**src/rtl/matmul_job_sched.sv**
```systemverilog
// matmul_job_sched: shares a 2x2 8-bit matrix-multiply datapath between two
// requesters (0 = core, 1 = DMA). One job is in flight at a time. The block
// latches the operands, holds the datapath enable for LATENCY cycles, captures
// the four products and returns them on the owner's response port.
//
// Handshake rule (request and response ports alike): a transfer happens on a
// rising clock edge where valid and ready are both high. The sender holds valid
// and its payload steady until that edge. A request ready depends only on the
// state, the last grant and the request valids. A response valid depends only
// on registered state. Ready is never used to produce valid.
module matmul_job_sched #(
   parameter int LATENCY = 2,
   parameter int CNT_W   = 16
) (
   input  logic             clk,
   input  logic             rst,
   input  logic             req0_valid,
   output logic             req0_ready,
   input  logic [31:0]      req0_a,
   input  logic [31:0]      req0_b,
   input  logic             req1_valid,
   output logic             req1_ready,
   input  logic [31:0]      req1_a,
   input  logic [31:0]      req1_b,
   output logic             resp0_valid,
   input  logic             resp0_ready,
   output logic             resp1_valid,
   input  logic             resp1_ready,
   output logic [127:0]     resp_data,
   output logic             mm_en,
   output logic [31:0]      mm_a,
   output logic [31:0]      mm_b,
   input  logic [127:0]     mm_p,
   output logic             busy,
   output logic [CNT_W-1:0] job_count
);

   typedef enum logic [1:0] {
      IDLE = 2'd0,
      RUN  = 2'd1,
      CAPT = 2'd2,
      RESP = 2'd3
   } state_t;

   // RUN counts down from LATENCY-1 to 0, so it lasts exactly LATENCY cycles.
   localparam logic [3:0] CNT_INIT = 4'(LATENCY - 1);

   state_t           state_q, state_d;
   logic [3:0]       cnt_q;
   logic             owner_q;
   logic             last_grant_q;
   logic [31:0]      mm_a_q, mm_b_q;
   logic [127:0]     resp_data_q;
   logic             resp0_valid_q, resp1_valid_q;
   logic [CNT_W-1:0] job_count_q;

   logic             grant;
   logic             accept;
   logic             resp_hs;

   // Round-robin grant: a lone requester wins; on contention the requester
   // that did not win last time goes first.
   always_comb begin
      grant = 1'b0;
      if (req0_valid && req1_valid) begin
         grant = ~last_grant_q;
      end else if (req1_valid) begin
         grant = 1'b1;
      end
   end

   // Ready only in IDLE and only for the granted requester.
   always_comb begin
      req0_ready = 1'b0;
      req1_ready = 1'b0;
      if (state_q == IDLE) begin
         req0_ready = req0_valid && (grant == 1'b0);
         req1_ready = req1_valid && (grant == 1'b1);
      end
   end

   assign accept  = (req0_valid && req0_ready) || (req1_valid && req1_ready);
   assign resp_hs = (state_q == RESP) &&
                    (owner_q ? resp1_ready : resp0_ready);

   // Next-state logic for the job sequencer.
   always_comb begin
      state_d = state_q;
      case (state_q)
         IDLE: if (accept) state_d = RUN;
         RUN:  if (cnt_q == 4'd0) state_d = CAPT;
         CAPT: state_d = RESP;
         RESP: if (resp_hs) state_d = IDLE;
         default: state_d = IDLE;
      endcase
   end

   // State register plus all job-tracking registers; reset drops any job.
   always_ff @(posedge clk) begin
      if (rst) begin
         state_q       <= IDLE;
         cnt_q         <= 4'd0;
         owner_q       <= 1'b0;
         last_grant_q  <= 1'b1;
         mm_a_q        <= 32'd0;
         mm_b_q        <= 32'd0;
         resp_data_q   <= 128'd0;
         resp0_valid_q <= 1'b0;
         resp1_valid_q <= 1'b0;
         job_count_q   <= '0;
      end else begin
         state_q <= state_d;
         case (state_q)
            IDLE: begin
               if (accept) begin
                  mm_a_q       <= grant ? req1_a : req0_a;
                  mm_b_q       <= grant ? req1_b : req0_b;
                  owner_q      <= grant;
                  last_grant_q <= grant;
                  cnt_q        <= CNT_INIT;
               end
            end
            RUN: begin
               if (cnt_q != 4'd0) begin
                  cnt_q <= cnt_q - 4'd1;
               end
            end
            CAPT: begin
               resp_data_q <= mm_p;
               if (owner_q) begin
                  resp1_valid_q <= 1'b1;
               end else begin
                  resp0_valid_q <= 1'b1;
               end
            end
            RESP: begin
               if (resp_hs) begin
                  resp0_valid_q <= 1'b0;
                  resp1_valid_q <= 1'b0;
                  job_count_q   <= job_count_q + 1'b1;
               end
            end
            default: ;
         endcase
      end
   end

   assign mm_en       = (state_q == RUN);
   assign mm_a        = mm_a_q;
   assign mm_b        = mm_b_q;
   assign resp_data   = resp_data_q;
   assign resp0_valid = resp0_valid_q;
   assign resp1_valid = resp1_valid_q;
   assign busy        = (state_q != IDLE);
   assign job_count   = job_count_q;

endmodule

```
**config.mk**
```make
export PLATFORM = sky130hd
export DESIGN_NAME = matmul_job_sched
export DESIGN_NICKNAME = d
export VERILOG_FILES = /design/src/rtl/matmul_job_sched.sv
export SDC_FILE = /design/constraint.sdc
export NUM_CORES = 1
export LEC_CHECK = 0
export CAP_MARGIN = 15
export CORE_AREA = 5 5 184 186
export DETAILED_ROUTE_END_ITERATION = 12
export DIE_AREA = 0 0 189 191
export PLACE_DENSITY = 0.67
export SLEW_MARGIN = 10
export SYNTH_ARGS = -nofsm -noshare
export SYNTH_HDL_FRONTEND = slang
export SYNTH_SLANG_ARGS = --single-unit
```
**constraint.sdc**
```tcl
create_clock -name clk -period 2.1 [get_ports clk]
set_clock_uncertainty 0.1 [all_clocks]
set_input_delay 0.63 -clock clk [delete_from_list [all_inputs] [get_ports clk]]
set_output_delay 0.63 -clock clk [all_outputs]
set_load 0.005 [all_outputs]
```
==> results.py, run 1 <==
metrics = {
    "logic_synthesis": {
        "synth_seq_cells": 218,
        "avgSynthCellArea_um2": 10.12,
        "seq_area_frac_synth": 0.5084,
        "synth_top_family_by_area": "multiplexers",
        "yosys.area_share.simple": 0.1297,
        "synth_compound_area_frac": 0.07637,
        "synth_ff_type": "dfxtp_1",
        "synthMuxAreaShare": 0.2301,
        "synth_warnings": 0,
        "synthAdderAreaFrac": 0.01166,
        "synthCells": 848,
        "synth_xor_area_frac": 0.009182,
        "synth_edf_count": 0,
        "synthDistinctLibCells": 48,
        "async_flop_share": 0,
        "synth_nets": 1118,
        "syn_area_mm2": 0.008584,
    },
    "floorplanning": {
        "die_h_um": 191,
        "num_rows": 66,
        "start_util": 0.2672,
        "die_x_um": 189,
        "pin_count": 476,
        "core_area_mm2": 0.03212,
        "die_area_mm2": 0.03610,
    },
    "setup_path": {
        "critical_path.cell_chain": "inv_2, ha_4, buf_6, and2_4, buf_6",
        "cp_common_cell": "buf_6",
        "critPathMaxFanout": 4,
        "critPathBufInv": 3,
        "crit_path_start_kind": "flop",
        "worstPathArrival_ns": 1.46,
        "slowest_delay_ns": 0.33,
        "crit_slowest_cell": "dfxtp_2",
        "cp-end-kind": "output pin",
        "crit_type": "flop to output pin",
        "crit_required_ns": 1.37,
        "cp_top_family": "flip-flops",
    },
    "finish": {
        "layout_common_cells": "clkdlybuf4s50_1 (258), dlygate4sd2_1 (212), nor2_1 (210)",
        "drive_gt1_frac": 0.1050,
        "final_common_cell": "clkdlybuf4s50_1",
        "num_antenna_cells": 0,
        "nNetsFinal": 1612,
        "fillers": 3132,
        "final_core_util": 0.4669,
        "syn2layout_area_growth_pct": 74.70,
    },
    "routing": {
        "avgViaCountPerCell": 4.469,
        "vias": 7910,
        "drt_pass1_iterations": 4,
        "wl_per_cell_um": 16.86,
        "antenna_left": 0,
        "drc": 0,
        "drt_iter0_markers": 218,
        "wl_mm": 29.84,
    },
    "place": {
        "port_buffers": 475,
        "post-dp-hpwl_mm": 22.55,
        "place.gp.congestion": 0.8155,
        "pre_cts_slack_ns": -0.6083,
    },
    "clocking": {
        "clkTransAtPathRegs_ns": 0.06,
        "numClockSinks": 218,
        "worstSkewPairLatency_ns": 0.53,
        "cts_buffer_depth": 3,
        "cts-root-buf": "clkbuf_16",
        "ctsHtreeMaxLevel": 1,
        "cts_buffers": 26,
        "cts_tree": "done",
    },
    "global_route": {
        "grt_antenna_before_repair": 0,
        "grt_use_total": 0.1527,
        "overflow": 0,
        "grt_first_pass_wirelength_mm": 45.05,
        "grt_pass1_vias": 8123,
        "grt_max_degree": 60,
    },
    "sta": {
        "worstMarginPinSlew_ns": 0.4614,
        "rsz0062_at_grt": "true",
        "period_minus_slack_ns": 2.193,
        "fmax_mhz": 456.1,
        "final_max_slew_viol_count": 0,
        "slew_headroom": 0.6924,
        "setup_ws_ns": -0.09256,
        "timing.final.crit_share": 1.044,
        "setup_viol": 2,
        "hold_viol_final": 0,
    },
    "power_and_ir_drop": {
        "ir_drop_uv": 827.1,
        "leakage_nw": 6.554,
        "p_per_area_mw_per_mm2": 1074,
    },
    "run_status": {
        "failed_checks": "setup timing",
        "status": "complete, but fails checks",
    },
    "run": {
        "maxCapViolCount": 0,
    },
    "min_path": {
        "hold_class": "input pin to flop",
    },
}
[layer usage]
metal  wire length [µm]  track usage
met4                939      0.04709
met3               2886      0.06045
met2              14420       0.2675
met1              11590       0.1712
met5                  0            0
[sequential cells by signal, indices dropped and copies added, names as in the netlist]
name,flops
resp_data,128
mm_a,32
mm_b,32
job_count,16
cnt_q,4
state_q,2
last_grant_q,1
owner_q,1
resp0_valid,1
resp1_valid,1
[worst register-to-register path, cell delays in order (launching register included)]
cell	delay [ns]
dfxtp_2	0.33
inv_2	0.05
ha_4	0.17
buf_6	0.12
buf_4	0.13
nor3b_1	0.17
or4_1	0.41
or3_1	0.32
a21boi_1	0.14
[logic make-up after synthesis]
| kind of cell | count (synthesis) |
|---|---|
| AND/OR/NAND/NOR | 256 |
| flip-flops | 218 |
| multiplexers | 197 |
| AO/OA/AOI/OAI | 93 |
| buffers and inverters | 67 |
| XOR/XNOR | 9 |
| adder cells (fa/ha/maj) | 8 |
[worst paths after layout]
kind	startpoint	depth (start not counted)	slack, ns	to
max	state_q[0]	5	-0.09	req1_ready
min	rst	2	0.32	resp_data[4]
max reg2reg	state_q[0]	8	0.08	cnt_q[3]
min reg2reg	resp_data[55]	2	0.38	resp_data[55]
[cell type report]
cell class / count / area (µm²) / share of cell area
Clock inverter: 14 / 262.8 / 0.01752
Sequential cell: 218 / 4387 / 0.2925
Inverter: 6 / 22.52 / 0.001502
Tap cell: 408 / 510.5 / 0.03404
Timing Repair Buffer: 527 / 5071 / 0.3381
Clock buffer: 34 / 760.7 / 0.05073
Multi-Input combinational cell: 563 / 3983 / 0.2656
[metrics by stage]
| step | std cells | setup TNS, ns | total power, mW | hold slack (ns) | instance area, µm² |
|---|---|---|---|---|---|
| after floorplan | 848 | 0 | 8.294 | 0.3526 | 8584 |
| after global placement | 1719 | -26.88 | 11.34 | 0.3672 | 14160 |
| after detailed placement | 1719 | -28.52 | 11.45 | 0.3780 | 14160 |
| after CTS | 1769 | -0.3187 | 16.36 | 0.2873 | 14990 |
| after global routing | 1770 | -0.2746 | 17.08 | 0.3167 | 15000 |
| final | 1770 | -0.1364 | 16.11 | 0.3233 | 15000 |
[repair_timing]
action,4_1_cts,5_1_grt
resized for setup,254,4
setup endpoints to repair,214,4
pin swaps,2,1
buffers inserted,2,1
hold endpoints to repair,0,0
hold buffers,0,0
[cell usage after synthesis, types with 2 or more instances]
library cell / n / area, µm²
mux2i_1: 194 / 1942
clkbuf_1: 31 / 116.4
a211oi_1: 65 / 488.0
nand4_1: 3 / 18.77
or3_1: 4 / 25.02
and3b_1: 2 / 17.52
nand3b_1: 2 / 15.01
nand3_1: 3 / 15.01
dfxtp_1: 218 / 4364
buf_2: 18 / 90.09
inv_1: 6 / 22.52
mux2_1: 2 / 22.52
buf_4: 6 / 45.04
nor2_1: 210 / 788.3
ha_1: 8 / 100.1
nor2b_1: 2 / 12.51
a21boi_1: 2 / 15.01
buf_1: 6 / 22.52
xor2_1: 2 / 17.52
nand2_1: 8 / 30.03
a21oi_1: 11 / 55.05
xnor2_1: 7 / 61.31
o21ai_0: 10 / 50.05
nor4_1: 2 / 12.51
nor3b_1: 3 / 22.52
[where the power goes]
part           switching (mW)  internal (mW)
clock network            1.82           3.41
registers               0.413           4.99
logic                    2.56           2.91
(Power assumes the default switching activity.)
==> run 2, diff against run 1 <==
CTS_BUF_LIST = sky130_fd_sc_hd__clkbuf_16   (was not set)
RECOVER_POWER = 25   (was not set)
==> run 2 against run 1 <==
Net effect:
- the flow still finishes with violations (setup timing)
- sequential power barely moved
- worst hold slack got worse by 0.0060 ns
- sequential share of layout area rose by 0.16 points
- first-iteration DRC count fell by 0.46%
- highest routed layer unchanged
==> results.py, run 2 (synthesis results as in run 1) <==
metrics = {
    "sta": {
        "setup_viol": 2,
        "final_max_slew_viol_count": 0,
        "whs_ns": 0.3173,
        "period_minus_slack_ns": 2.197,
        "timing.final.crit_share": 1.046,
        "setup_ws_ns": -0.09691,
        "slew_headroom": 0.6954,
        "hold_viol_final": 0,
        "rsz0062_at_grt": "true",
        "worstMarginPinSlew_ns": 0.4569,
        "fmax_mhz": 455.2,
    },
    "clocking": {
        "clkTransAtPathRegs_ns": 0.06,
        "cts_buffer_depth": 3,
        "worstSkewPairLatency_ns": 0.53,
        "ctsHtreeMaxLevel": 1,
        "numClockSinks": 218,
        "cts_buffers": 26,
        "hold_buffers": 0,
        "cts_tree": "done",
        "cts-root-buf": "clkbuf_16",
    },
    "routing": {
        "drc": 0,
        "drt_iter0_markers": 217,
        "drt_pass1_iterations": 4,
        "wl_mm": 29.72,
        "avgViaCountPerCell": 4.472,
        "wl_per_cell_um": 16.79,
        "antenna_left": 0,
        "vias": 7915,
    },
    "global_route": {
        "overflow": 0,
        "grt_first_pass_wirelength_mm": 44.88,
        "grt_pass1_vias": 8107,
        "grt_antenna_before_repair": 0,
        "grt_use_total": 0.1519,
        "grt_max_degree": 60,
    },
    "power_and_ir_drop": {
        "combPwrFrac": 0.347,
        "pwr-share-clk": 0.311,
        "leakage_nw": 6.509,
        "switching_share": 0.3026,
        "power_frac_seq": 0.342,
        "p_per_area_mw_per_mm2": 1059,
        "internal_power_mw": 11.02,
        "ir_drop_uv": 826.5,
        "netSwitchingPower_mw": 4.782,
    },
    "finish": {
        "syn2layout_area_growth_pct": 73.76,
        "final_core_util": 0.4644,
        "drive_gt1_frac": 0.09912,
        "nNetsFinal": 1612,
        "num_antenna_cells": 0,
        "layout_common_cells": "clkdlybuf4s50_1 (258), dlygate4sd2_1 (212), nor2_1 (210)",
        "final_common_cell": "clkdlybuf4s50_1",
        "largest_reg_flops": 128,
    },
    "floorplanning": {
        "start_util": 0.2672,
        "pin_count": 476,
        "die_x_um": 189,
        "core_area_mm2": 0.03212,
        "die_h_um": 191,
        "die_area_mm2": 0.03610,
        "num_rows": 66,
    },
    "place": {
        "place.gp.congestion": 0.8155,
        "pre_cts_slack_ns": -0.6083,
        "post-dp-hpwl_mm": 22.55,
        "port_buffers": 475,
    },
    "setup_path": {
        "crit_slowest_cell": "dfxtp_2",
        "crit_required_ns": 1.37,
        "worstPathArrival_ns": 1.47,
        "crit_type": "flop to output pin",
        "critical_path.cell_chain": "inv_2, ha_4, buf_6, and2_4, buf_6",
        "cp-end-kind": "output pin",
        "slowest_delay_ns": 0.33,
        "crit_path_start_kind": "flop",
        "critPathMaxFanout": 4,
        "cp_common_cell": "buf_6",
    },
    "run_status": {
        "status": "complete, but fails checks",
        "failed_checks": "setup timing",
    },
    "min_path": {
        "hold_class": "input pin to flop",
    },
    "run": {
        "maxCapViolCount": 0,
    },
}
==> run 2: cell count changes in the layout (fill, tap and decap cells not counted), sizes merged <==
| cell | before | now |
|---|---|---|
| clkbuf | 35 | 27 |
| clkinv | 5 | 13 |
==> run 2: final cells by class <==
type                    instances  area [µm²]
well taps                     408       510.5
repair buffers                527        5071
clock inverters                22       292.8
inverters                       6       22.52
flip-flops and latches        218        4387
clock buffers                  26       650.6
fillers                      3132       17210
multi-input cells             563        3983
==> run 2: final timing paths <==
check                                    from            end  slack [ns]  depth (start not counted)
worst max-delay path               state_q[0]     req1_ready        -0.1                          5
worst min-delay path                      rst   resp_data[1]        0.32                          2
worst max register to register     state_q[0]       cnt_q[3]        0.08                          8
worst min register to register  resp_data[55]  resp_data[55]        0.38                          2
==> run 2: critical path: cells and delay by family, from the launching register on <==
| family | cells | cell delay (ns) |
|---|---|---|
| adder cells (fa/ha/maj) | 1 | 0.17 |
| buffers and inverters | 3 | 0.28 |
| flip-flops | 1 | 0.33 |
| AND/OR/NAND/NOR | 1 | 0.15 |
==> run 2: power by group through the flow <==
stage	Sequential [mW]	Combinational, mW	Clock [mW]
after CTS	5.41	5.54	5.10
final	5.40	5.48	4.92
after global routing	5.51	6.00	5.26
after floorplan	5.54	2.76	0
after detailed placement	5.51	5.94	0
after global placement	5.47	5.86	0
==> run 2: what timing repair did <==
item                                    CTS  global route
hold endpoints to repair                  0             0
setup buffers                             2             1
endpoints found under the setup margin  214             4
resized for setup                       254             4
pin swaps                                 2             1
==> run 2: layer usage <==
metal / GRT usage / part of all wire / vias up
li1: - / - / 3928
met1: 0.1705 / 0.39 / 3624
met3: 0.06063 / 0.095 / 53
met4: 0.04849 / 0.033 / 0
met2: 0.2647 / 0.48 / 310
met5: 0 / 0 / -
==> run 2: stage by stage <==
stage	power (mW)	instance area, µm²	TNS (ns)	cells
after floorplan	8.294	8584	0	848
after global routing	16.76	14920	-0.2746	1770
after detailed placement	11.45	14160	-28.52	1719
after global placement	11.34	14160	-26.88	1719
after CTS	16.04	14910	-0.3187	1769
final	15.80	14920	-0.1460	1770
